[config.mk]
export PLATFORM = sky130hd
export DESIGN_NAME = outmap_rlc_compressor
export DESIGN_NICKNAME = d
export VERILOG_FILES = /design/src/rtl/outmap_rlc_compressor.sv
export SDC_FILE = /design/constraint.sdc
export NUM_CORES = 1
export LEC_CHECK = 0
export CAP_MARGIN = 20
export CORE_MARGIN = 8
export CORE_UTILIZATION = 25
export CTS_CLUSTER_DIAMETER = 100
export CTS_CLUSTER_SIZE = 16
export DETAILED_ROUTE_END_ITERATION = 7
export REMOVE_ABC_BUFFERS = 1
export SLEW_MARGIN = 15
export SYNTH_ARGS = -nofsm -noshare
export SYNTH_HDL_FRONTEND = slang
export SYNTH_SLANG_ARGS = --single-unit
[constraint.sdc]
create_clock -name clk -period 2 [get_ports clk]
set_input_delay 0.5 -clock clk [delete_from_list [all_inputs] [get_ports clk]]
set_output_delay 0.5 -clock clk [all_outputs]
set_load 0.02 [all_outputs]
[src/rtl/outmap_rlc_compressor.sv]
// Zero run-length encoder for the ofmap byte stream: one byte per cycle in,
// (run, value) pairs packed four to a 64-bit word, handed downstream over valid/ready.
module outmap_rlc_compressor #(
    parameter int RUN_W  = 5,
    parameter int PAIRS  = 4,
    parameter int WORD_W = 64
) (
    input  logic                clk,
    input  logic                rst_n,
    input  logic [127:0]        outmap_data,
    input  logic [4:0]          outmap_data_valid_num,
    output logic [4:0]          valid_taken_num,
    input  logic                send_done,
    output logic [WORD_W-1:0]   comp_data,
    output logic                comp_valid,
    input  logic                comp_ready,
    output logic                comp_last,
    output logic                frame_done,
    output logic [15:0]         word_count
);

    localparam int PAIR_W = RUN_W + 8;
    localparam int CNT_W  = $clog2(PAIRS + 1);
    localparam int IDX_W  = $clog2(PAIRS);
    localparam int PAD_W  = WORD_W - CNT_W - PAIRS * PAIR_W;
    localparam logic [RUN_W-1:0] RUN_MAX  = '1;
    localparam logic [CNT_W-1:0] ACC_FULL = CNT_W'(PAIRS);

    typedef enum logic [1:0] {ENC, FLUSH_RUN, FLUSH_WORD, DRAIN} state_t;

    state_t                         state, state_next;
    logic [RUN_W-1:0]               run, run_next, run_m1;
    logic [PAIRS-1:0][PAIR_W-1:0]   acc;
    logic [CNT_W-1:0]               acc_cnt;
    logic [WORD_W-1:0]              out_data;
    logic                           out_valid, out_last;

    logic                           take, emit, load, load_last, mark_last, done_pulse;
    logic                           acc_full, out_free, accept;
    logic [PAIR_W-1:0]              emit_pair;
    logic [7:0]                     lane0;
    logic                           unused_lanes;

    assign lane0        = outmap_data[7:0];
    assign unused_lanes = ^outmap_data[127:8];
    assign run_m1       = run - RUN_W'(1);
    assign acc_full     = (acc_cnt == ACC_FULL);
    assign accept       = out_valid && comp_ready;
    assign out_free     = !out_valid || comp_ready;

    always_comb begin
        state_next = state;
        run_next   = run;
        take       = 1'b0;
        emit       = 1'b0;
        emit_pair  = '0;
        load       = 1'b0;
        load_last  = 1'b0;
        mark_last  = 1'b0;
        done_pulse = 1'b0;
        case (state)
            ENC: begin
                // A full acc blocks taking, so a move never coincides with an append.
                if (acc_full && out_free)
                    load = 1'b1;
                if (outmap_data_valid_num != 5'd0 && !acc_full) begin
                    take = 1'b1;
                    if (lane0 != 8'h00 || run == RUN_MAX) begin
                        emit      = 1'b1;
                        emit_pair = {run, lane0};
                        run_next  = '0;
                    end else begin
                        run_next = run + RUN_W'(1);
                    end
                    if (send_done)
                        state_next = FLUSH_RUN;
                end
            end
            FLUSH_RUN: begin
                if (run == '0) begin
                    state_next = FLUSH_WORD;
                end else if (!acc_full) begin
                    emit       = 1'b1;
                    emit_pair  = {run_m1, 8'h00};
                    run_next   = '0;
                    state_next = FLUSH_WORD;
                end else if (out_free) begin
                    // trailing-zeros pair still follows, so this word is not last
                    load = 1'b1;
                end
            end
            FLUSH_WORD: begin
                if (acc_cnt != '0) begin
                    if (out_free) begin
                        load       = 1'b1;
                        load_last  = 1'b1;
                        state_next = DRAIN;
                    end
                end else if (out_valid && !comp_ready) begin
                    mark_last  = 1'b1;
                    state_next = DRAIN;
                end else begin
                    done_pulse = 1'b1;
                    run_next   = '0;
                    state_next = ENC;
                end
            end
            DRAIN: begin
                if (accept) begin
                    done_pulse = 1'b1;
                    run_next   = '0;
                    state_next = ENC;
                end
            end
            default: state_next = ENC;
        endcase
    end

    always_ff @(posedge clk) begin
        if (!rst_n) begin
            state      <= ENC;
            run        <= '0;
            acc        <= '0;
            acc_cnt    <= '0;
            out_data   <= '0;
            out_valid  <= 1'b0;
            out_last   <= 1'b0;
            frame_done <= 1'b0;
            word_count <= '0;
        end else begin
            state      <= state_next;
            run        <= run_next;
            frame_done <= done_pulse;
            if (accept)
                out_valid <= 1'b0;
            if (load) begin
                out_data  <= {acc_cnt, {PAD_W{1'b0}}, acc};
                out_valid <= 1'b1;
                out_last  <= load_last;
                acc       <= '0;
                acc_cnt   <= '0;
            end else if (emit) begin
                acc[acc_cnt[IDX_W-1:0]] <= emit_pair;
                acc_cnt                 <= acc_cnt + CNT_W'(1);
            end
            if (mark_last)
                out_last <= 1'b1;
            // count stays visible during the frame_done pulse, then clears
            if (frame_done)
                word_count <= '0;
            else if (accept && word_count != 16'hFFFF)
                word_count <= word_count + 16'd1;
        end
    end

    assign valid_taken_num = {4'b0000, take & rst_n};
    assign comp_data       = out_data;
    assign comp_valid      = out_valid;
    assign comp_last       = out_last;

endmodule

==> out/results.ini, run 1 <==
[run_status]
outcome = complete, but fails checks
failed_checks = setup timing

[sta]
hold_viol_final = 0
final-max-slew-violation-count = 0
post-route-min-period_ps = 2100
final.setup_skew_ps = 12.7
rsz0062_at_grt = yes
setup_viol = 112
period_share = 1.05
setup_ws_ps = -97.5
max_freq_mhz = 477

[worst_setup_path]
crit_chain = buf_6 > inv_4 > ha_4 > nor4b_4 > buf_4 > o32a_1 > buf_6 > nor2_4 > buf_12 > clkbuf_16 > nand2_1 > a21oi_1
cp.required_ps = 2300
worst_path_max_delay_cell = nor4b_4
timing.rr.start = run[0]
startpoint = run[0]
critPathMaxStageDelay_ps = 350
crit_path_end_kind = flip-flop
reg2reg_to = comp_data[12]
crit_top_cell = buf_6
cp-start-kind = flip-flop
critPathMaxFanout = 11
worstPathArrival_ps = 2390
criticalPathCategory = flip-flop to flip-flop
rr_worst_depth = 12
r2r_setup_slack_ps = -100

[synthesis]
ys_top_cells_by_area = dfxtp_1 (48%), nand2_1 (9.4%), a21oi_1 (6.3%)
synthesis.instances = 636
yosysTopAreaCell = dfxtp_1
synth.avg_cell_area_um2 = 8.85
ys_async_sr_fraction = 0
synth_cell_types = 52
synth_edf_count = 0
ys.flop_type = dfxtp_1
synth_top_area_share = 0.484
ys_warn_count = 0
synth_seq_area_share = 0.484
synth_area_um2 = 5630
synth-seq-cells = 136

[clock_tree]
clk_latency_ps = 430
cts_root_buffer = clkbuf_16
cts_max_level = 4
cts_made_buffers = 17
clkSinkCount = 136
clockBufferDepth = 2
cts_tree = yes
clk_pin_slew_ps = 60

[floorplanning]
start_util = 0.252
die_w_um = 166
dieArea_um2 = 27600
num_io_pins = 225
row_count = 55
core_um2 = 22400
die_h_um = 166

[final_layout]
fin_nets = 953
area_growth_syn_to_layout_pct = 58.6
drive_above_1_share = 0.307
layout_common_cells = dfxtp_1 (132), nand2_1 (110), clkdlybuf4s50_1 (74)
fillers = 2243
final_util = 0.399
mostFrequentLayoutCell = dfxtp_1
multi_input_area_um2 = 3140
ff_latch_area_um2 = 2730
antenna_cells = 0

[global_routing]
grt_max_degree = 37
grt_pass1_wl_um = 26800
track_usage = 0.121
grt_pass1_vias = 5057
antenna_found_initial = 0
grt_overflow = 0

[power]
vdd_ir_drop_max_mv = 0.609
leakage_nw = 3.63
power.density_nw_per_um2 = 991

[placed_design]
port_buffers = 91
place_ws_ps = -592
routabilityCongestion = 0.821
dp_hpwl_um = 11300

[detailed_routing]
drc = 0
routedWlPerCell_um = 16.1
vias = 5171
antenna_left = 0
routed_wl_um = 17800
dr.pass1.iters = 4
viasPerCell = 4.68
dr.first_iter.drc_count = 310

[hold_path]
holdPathStages = 2
min_from = acc[48]
holdPathEnd = comp_data[48]
hold_class = flip-flop to flip-flop

[run]
cap_violations = 0

==> what timing repair did <==
item	4_1_cts	5_1_grt
cloned	2	9
gates resized for setup	106	91
endpoints found under the setup margin	124	123
pin swaps	26	53
hold buffers	0	0
setup buffers	8	4
==> layout make-up <==
type,count,area share
clock buffers,22,0.0509
clock inverters,10,0.0135
inverters,10,0.00476
multi-input cells,447,0.352
flip-flops and latches,136,0.305
well taps,285,0.0399
repair buffers,195,0.234
==> cells in the mapped netlist, types with 2 or more instances <==
cell type,n
o21ai_0,8
and2_1,13
and3_1,7
xnor2_1,10
nor3b_1,3
buf_2,15
nand4_1,3
nand2_1,141
buf_4,15
nor4_1,6
nor2_1,30
and2_0,4
or3_1,2
a32o_1,32
a311oi_1,8
o22ai_1,3
ha_1,9
a21oi_1,71
dfxtp_1,136
nand2_2,2
nand2b_1,6
nor3_1,18
nand3_1,13
o21a_1,2
inv_1,9
mux2i_1,20
and4_1,2
buf_6,6
o221ai_1,2
clkbuf_1,18
==> state kept, by name, summed over array words and instances, names as in the netlist <==
signal	cells
acc	52
comp_data	55
comp_valid	1
frame_done	1
comp_last	1
state	2
acc_cnt	3
run	5
word_count	16
==> metrics by stage <==
stage	hold WS, ps	std cells	TNS, ps	total power [mW]	instance area, um2
after global placement	444	1053	-33310	5.05	7350
after detailed placement	444	1053	-35940	5.07	7350
after global routing	459	1105	-14570	9.26	8930
final	449	1105	-6460	8.85	8930
after CTS	455	1094	-2350	8.57	8370
after floorplan	432	593	-78120	4.10	5350
==> worst max-delay path, delay by kind of cell, from the launching register on <==
| family | cells | cell delay, ps |
|---|---|---|
| AOI/OAI and AO/OA | 2 | 240 |
| adders and majority gates | 1 | 110 |
| DFF | 1 | 320 |
| and+or+nand+nor | 3 | 460 |
| buffers and inverters | 6 | 820 |
==> power breakdown <==
group | leakage, nW | switching, mW | internal [mW]
Clock | 0.275 | 1.21 | 1.87
Combinational | 2.26 | 1.35 | 1.25
Sequential | 1.10 | 0.190 | 2.97
Total | 3.63 | 2.76 | 6.09
==> metal layers <==
metal	up-vias	track usage	share of wire
li1	2562	-	-
met1	2465	0.152	0.47
met2	124	0.186	0.45
met3	20	0.0509	0.065
met4	0	0.0395	0.016
met5	-	0	0
==> logic make-up after synthesis <==
kind of cell               count (synthesis)  synth area share
AOI/OAI and AO/OA                        139             0.172
xor gates and xnor gates                  10            0.0156
adders and majority gates                  9            0.0200
buffers and inverters                     65            0.0647
DFF                                      136             0.484
muxes                                     21            0.0376
other                                      1          0.000666
and+or+nand+nor                          255             0.206
==> worst max path at each step <==
stage / to / cells after the start / slack, ps
after floorplan: acc[11] / 4 / -1020
after global placement: valid_taken_num[0] / 5 / -590
after detailed placement: acc[36] / 9 / -590
after CTS: comp_data[61] / 12 / -80
after global routing: acc[21] / 12 / -190
final: comp_data[12] / 12 / -100
Power figures use the tool's default switching activity.
==> run 2, diff against run 1 <==
--- a/config.mk
+++ b/config.mk
@@ -11,7 +11,6 @@
 export CTS_CLUSTER_DIAMETER = 100
 export CTS_CLUSTER_SIZE = 16
 export DETAILED_ROUTE_END_ITERATION = 7
-export REMOVE_ABC_BUFFERS = 1
 export SLEW_MARGIN = 15
 export SYNTH_ARGS = -nofsm -noshare
 export SYNTH_HDL_FRONTEND = slang
==> out/results.ini, run 2 (synthesis results as in run 1) <==
[final_layout]
layout_common_cells = dfxtp_1 (132), nand2_1 (89), clkdlybuf4s50_1 (78)  ; was dfxtp_1 (132), nand2_1 (110), clkdlybuf4s50_1 (74)
multi_input_area_um2 = 3430  ; was 3140 um2
ff_latch_area_um2 = 2730  ; about the same
fin_nets = 953  ; unchanged
drive_above_1_share = 0.361  ; was 0.307
fillers = 2126  ; was 2,243
mostFrequentLayoutCell = dfxtp_1  ; unchanged
area_growth_syn_to_layout_pct = 63.1  ; was 58.6%
largest_register_ffs = 55  ; unchanged

[detailed_routing]
dr.first_iter.drc_count = 286  ; was 310
antenna_left = 0  ; unchanged
drc = 0  ; unchanged
dr.pass1.iters = 4  ; unchanged
routedWlPerCell_um = 16.2  ; was 16.1 um
viasPerCell = 4.69  ; was 4.68
routed_wl_um = 17900  ; was 17,800 um
vias = 5192  ; was 5,171

[worst_setup_path]
critPathMaxStageDelay_ps = 390  ; was 350 ps
crit_path_end_kind = flip-flop  ; unchanged
rr_worst_depth = 11  ; was 12
crit_chain = inv_4 > ha_4 > nor4b_4 > buf_6 > o32a_1 > buf_4 > nor2_4 > buf_12 > clkbuf_16 > nand2_4 > a21oi_2  ; was buf_6 > inv_4 > ha_4 > nor4b_4 > buf_4 > o32a_1 > buf_6 > nor2_4 > buf_12 > clkbuf_16 > nand2_1 > a21oi_1
worst_path_max_delay_cell = dfxtp_4  ; was nor4b_4
criticalPathCategory = flip-flop to flip-flop  ; unchanged
reg2reg_to = comp_data[23]  ; was comp_data[12]
critPathBufInv = 5  ; was 6
worstPathArrival_ps = 2470  ; was 2390 ps
path_delay_family = buffers and inverters  ; unchanged
cp-start-kind = flip-flop  ; unchanged
timing.rr.start = run[0]  ; unchanged
r2r_setup_slack_ps = -110  ; was -100 ps
cp.required_ps = 2350  ; was 2300 ps
critPathMaxFanout = 8  ; was 11

[sta]
max_freq_mhz = 473  ; was 477 MHz
period_share = 1.06  ; was 1.05
final-max-slew-violation-count = 0  ; unchanged
setup_ws_ps = -113  ; was -97.5 ps
hold_viol_final = 0  ; unchanged
post-route-min-period_ps = 2110  ; was 2100 ps
setup_viol = 92  ; was 112
fin_setup_tns_ps = -5840  ; was -6460 ps
rsz0062_at_grt = yes  ; unchanged
final.setup_skew_ps = 11.0  ; was 12.7 ps

[floorplanning]
start_util = 0.252  ; unchanged
die_w_um = 166  ; unchanged
die_h_um = 166  ; unchanged
dieArea_um2 = 27600  ; unchanged
row_count = 55  ; unchanged
core_um2 = 22400  ; unchanged
num_io_pins = 225  ; unchanged

[power]
power.density_nw_per_um2 = 969  ; was 991 nW/um2
p_total_mw = 8.89  ; was 8.85 mW
p_sw_frac = 0.325  ; was 0.311
pwr-share-seq = 0.360  ; was 0.357
internal-power_mw = 6.01  ; was 6.09 mW
vdd_ir_drop_max_mv = 0.664  ; was 0.609 mV
pwr-share-comb = 0.292  ; was 0.294
p_sw_mw = 2.89  ; was 2.76 mW
leakage_nw = 3.91  ; was 3.63 nW
pwr-share-clk = 0.348  ; was 0.349

[run_status]
outcome = complete, but fails checks  ; unchanged
failed_checks = setup timing  ; unchanged

[clock_tree]
clk_pin_slew_ps = 60  ; about the same
clockBufferDepth = 2  ; unchanged
ctsHoldBuffers = 0  ; unchanged
cts_tree = yes  ; unchanged
clkSinkCount = 136  ; unchanged
cts_made_buffers = 17  ; unchanged
cts_max_level = 4  ; unchanged
clk_latency_ps = 420  ; was 430 ps
cts_root_buffer = clkbuf_16  ; unchanged

[run]
cap_violations = 0  ; unchanged

[global_routing]
grt_pass1_vias = 4759  ; was 5,057
grt_overflow = 0  ; unchanged
grt_pass1_wl_um = 25800  ; was 26,800 um
grt_max_degree = 33  ; was 37
track_usage = 0.117  ; was 0.121
antenna_found_initial = 1  ; was 0

[hold_path]
min_from = comp_data[45]  ; was acc[48]
holdPathStages = 2  ; unchanged
hold_class = flip-flop to flip-flop  ; unchanged
holdPathEnd = comp_data[45]  ; was comp_data[48]

[placed_design]
routabilityCongestion = 0.827  ; was 0.821
port_buffers = 91  ; unchanged
dp_hpwl_um = 11600  ; was 11,300 um

-- run 2: power by group through the flow --
stage	clock network [mW]	registers (mW)	logic [mW]
2_1_floorplan	0	3.18	1.11
3_3_place_gp	0	3.16	1.68
3_5_place_dp	0	3.17	1.70
4_1_cts	3.13	3.11	1.86
5_1_grt	3.29	3.23	2.76
6_report	3.10	3.20	2.59
-- run 2: worst max-delay path by stage --
| stage | depth (start not counted) | from | to | slack (ps) |
|---|---|---|---|---|
| after floorplan | 10 | run[0] | acc[1] | 20 |
| final | 11 | run[0] | comp_data[23] | -110 |
| after global routing | 11 | run[0] | comp_data[2] | -180 |
| after detailed placement | 5 | outmap_data_valid_num[1] | valid_taken_num[0] | -570 |
| after CTS | 6 | acc_cnt[0] | valid_taken_num[0] | -90 |
| after global placement | 5 | outmap_data_valid_num[1] | valid_taken_num[0] | -590 |
-- run 2: worst min-delay path: cells and delay by family (launching register included) --
kind | cells | cell delay (ps)
AO/OA/AOI/OAI | 1 | 50
flip-flops | 1 | 310
AND/OR/NAND/NOR | 1 | 50
-- run 2: final cells by class --
cell class	instances	share of cell area
antenna	1	0.000273
sequential	136	0.298
inverter	10	0.00436
timing repair buffer	194	0.221
multi-input combinational	448	0.374
tap	285	0.0388
clock buffer	19	0.0493
clock inverter	13	0.0149
-- run 2: metrics by stage --
| stage | worst slack [ps] | utilization | std cells | hold slack (ps) | area, um2 |
|---|---|---|---|---|---|
| finish | -113 | 0.411 | 1106 | 454 | 9180 |
| global route | -175 | 0.411 | 1106 | 473 | 9180 |
| floorplan | 18.4 | - | 648 | 432 | 5690 |
| CTS | -89.0 | 0.356 | 1074 | 453 | 7960 |
| detailed placement | -574 | 0.322 | 1036 | 447 | 7190 |
| global placement | -586 | 0.322 | 1036 | 444 | 7190 |
-- run 2: per-layer routing --
layer,up-vias,track usage,routed length [um]
met2,94,0.199,9110
li1,2558,-,-
met3,15,0.0338,676
met4,0,0.0415,285
met1,2525,0.139,7840
met5,-,0,0
-- run 2: timing repair --
item	CTS	global route
pin swaps	17	104
buffers inserted	5	20
resized for setup	60	206
cloned	1	12
endpoints found under the setup margin	63	124
==> run 3, diff against run 2 <==
--- a/config.mk
+++ b/config.mk
@@ -7,10 +7,11 @@
 export LEC_CHECK = 0
 export CAP_MARGIN = 20
 export CORE_MARGIN = 8
-export CORE_UTILIZATION = 25
+export CORE_UTILIZATION = 39
 export CTS_CLUSTER_DIAMETER = 100
 export CTS_CLUSTER_SIZE = 16
 export DETAILED_ROUTE_END_ITERATION = 7
+export PLACE_DENSITY = 0.76
 export SLEW_MARGIN = 15
 export SYNTH_ARGS = -nofsm -noshare
 export SYNTH_HDL_FRONTEND = slang
==> out/results.ini, run 3 (synthesis results as in run 1) <==
[clock_tree]
cts_made_buffers = 17  ; unchanged
clk_pin_slew_ps = 60  ; about the same
clk_latency_ps = 420  ; about the same
cts_max_level = 4  ; unchanged
cts_tree = yes  ; unchanged
clockBufferDepth = 2  ; unchanged
clkSinkCount = 136  ; unchanged
cts_root_buffer = clkbuf_16  ; unchanged
ctsHoldBuffers = 0  ; unchanged

[worst_setup_path]
rr_worst_depth = 9  ; was 11
cp-start-kind = flip-flop  ; unchanged
reg2reg_to = run[2]  ; was comp_data[23]
timing.rr.start = run[0]  ; unchanged
r2r_setup_slack_ps = -150  ; was -110 ps
worstPathArrival_ps = 2480  ; was 2470 ps
critPathMaxFanout = 6  ; was 8
crit_path_end_kind = flip-flop  ; unchanged
cp.required_ps = 2330  ; was 2350 ps
criticalPathCategory = flip-flop to flip-flop  ; unchanged

[sta]
relSlewSlack = 0.658
rsz0062_at_grt = yes  ; unchanged
worstMarginPinSlew_ps = 511
max_freq_mhz = 465  ; was 473 MHz
setup_ws_ps = -150  ; was -113 ps
final.setup_skew_ps = 10.2  ; was 11.0 ps
setup_viol = 93  ; was 92
period_share = 1.08  ; was 1.06
post-route-min-period_ps = 2150  ; was 2110 ps
hold_viol_final = 0  ; unchanged
final-max-slew-violation-count = 0  ; unchanged

[hold_path]
min_from = comp_data[41]  ; was comp_data[45]
holdPathStages = 2  ; unchanged
holdPathEnd = comp_data[41]  ; was comp_data[45]
hold_class = flip-flop to flip-flop  ; unchanged

[final_layout]
ff_latch_area_um2 = 2730  ; about the same
largest_register_ffs = 55  ; unchanged
multi_input_area_um2 = 3080  ; was 3430 um2
fillers = 1152  ; was 2,126
final_cells = 986  ; was 1,106
area_growth_syn_to_layout_pct = 50.3  ; was 63.1%
antenna_cells = 0  ; was 1
layout_common_cells = dfxtp_1 (132), nand2_1 (90), clkdlybuf4s50_1 (78)  ; was dfxtp_1 (132), nand2_1 (89), clkdlybuf4s50_1 (78)
drive_above_1_share = 0.292  ; was 0.361
mostFrequentLayoutCell = dfxtp_1  ; unchanged
fin_nets = 935  ; was 953

[power]
vdd_ir_drop_max_mv = 0.754  ; was 0.664 mV
power.density_nw_per_um2 = 1030  ; was 969 nW/um2
p_total_mw = 8.74  ; was 8.89 mW
leakage_nw = 3.42  ; was 3.91 nW

[detailed_routing]
drc = 0  ; unchanged
antenna_left = 0  ; unchanged
routedWlPerCell_um = 18.4  ; was 16.2 um
viasPerCell = 5.42  ; was 4.69
dr.first_iter.drc_count = 588  ; was 286
vias = 5346  ; was 5,192
routed_wl_um = 18100  ; was 17,900 um
dr.pass1.iters = 4  ; unchanged

[run]
cap_violations = 0  ; unchanged

[placed_design]
place_inst = 934  ; was 1,036
routabilityCongestion = 0.819  ; was 0.827
dp_hpwl_um = 10700  ; was 11,600 um
port_buffers = 91  ; unchanged

[global_routing]
track_usage = 0.170  ; was 0.117
grt_pass1_vias = 4768  ; was 4,759
grt_overflow = 0  ; unchanged
antenna_found_initial = 0  ; was 1
grt_max_degree = 48  ; was 33
grt_pass1_wl_um = 24800  ; was 25,800 um

[floorplanning]
dieArea_um2 = 18500  ; was 27,600 um2
num_io_pins = 225  ; unchanged
row_count = 44  ; was 55
core_um2 = 14300  ; was 22,400 um2
die_h_um = 136  ; was 166 um
die_w_um = 136  ; was 166 um
start_util = 0.393  ; was 0.252

[run_status]
outcome = complete, but fails checks  ; unchanged
failed_checks = setup timing  ; unchanged

## run 3: cell types whose count changed in the layout (fill, tap and decap cells not counted), sizes merged
| cell | previous run | this run |
|---|---|---|
| buf | 96 | 81 |
| diode | 1 | 0 |
| dlygate4sd2 | 4 | 6 |
| clkinv | 5 | 8 |
| clkbuf | 27 | 23 |
| bufinv | 1 | 2 |
| dlymetal6s2s | 8 | 6 |
| clkinvlp | 3 | 0 |
## run 3: area by class of cell
type                       instances  share of cell area
multi-input combinational        448               0.364
sequential                       136               0.322
timing repair buffer             176               0.210
clock buffer                      18              0.0519
tap                              184              0.0272
clock inverter                    14              0.0192
inverter                          10             0.00444
## run 3: worst max path at each step
| stage | slack [ps] | from | endpoint |
|---|---|---|---|
| finish | -150 | run[0] | run[2] |
| global route | -280 | run[0] | run[2] |
| CTS | -70 | acc_cnt[1] | valid_taken_num[0] |
| detailed placement | -540 | outmap_data[3] | acc[26] |
| global placement | -550 | outmap_data[3] | acc[1] |
| floorplan | 20 | run[0] | acc[1] |
## run 3: critical path, stage by stage, from the launching register on
cell and delay [ps]:
dfxtp_2 330, inv_2 70, ha_4 120, nor4b_4 430
buf_4 220, o22ai_4 70, a221oi_4 370, buf_4 180
o21ai_1 80, a21oi_1 180
## run 3: where the power goes
part           total, mW  leakage (nW)  switching, mW  internal (mW)
clock               3.18         0.299           1.28           1.90
sequential          3.18          1.10          0.207           2.97
combinational       2.38          2.02           1.31           1.07
## run 3: per-layer routing
layer / part of all wire / wire length [um] / vias up / GRT usage
met1: 0.42 / 7560 / 2596 / 0.213
met3: 0.081 / 1460 / 28 / 0.0469
met5: 0 / 0 / - / 0
li1: - / - / 2519 / -
met4: 0.021 / 375 / 0 / 0.0604
met2: 0.48 / 8700 / 203 / 0.275
## run 3: what timing repair did
item	4_1_cts	5_1_grt
endpoints found under the hold margin	0	0
gates resized for setup	58	123
endpoints found under the setup margin	68	122
gates cloned	1	8
buffers inserted	3	8
pin swaps	11	23
## run 3: metrics by stage
step,utilization,TNS (ps),worst slack [ps],instance area (um2),hold slack [ps]
global route,0.591,-9950,-277,8460,471
detailed placement,0.493,-33200,-541,7060,448
finish,0.591,-5060,-150,8460,452
CTS,0.547,-203,-70.4,7830,454
global placement,0.493,-33580,-550,7060,442
floorplan,-,0,18.4,5690,432
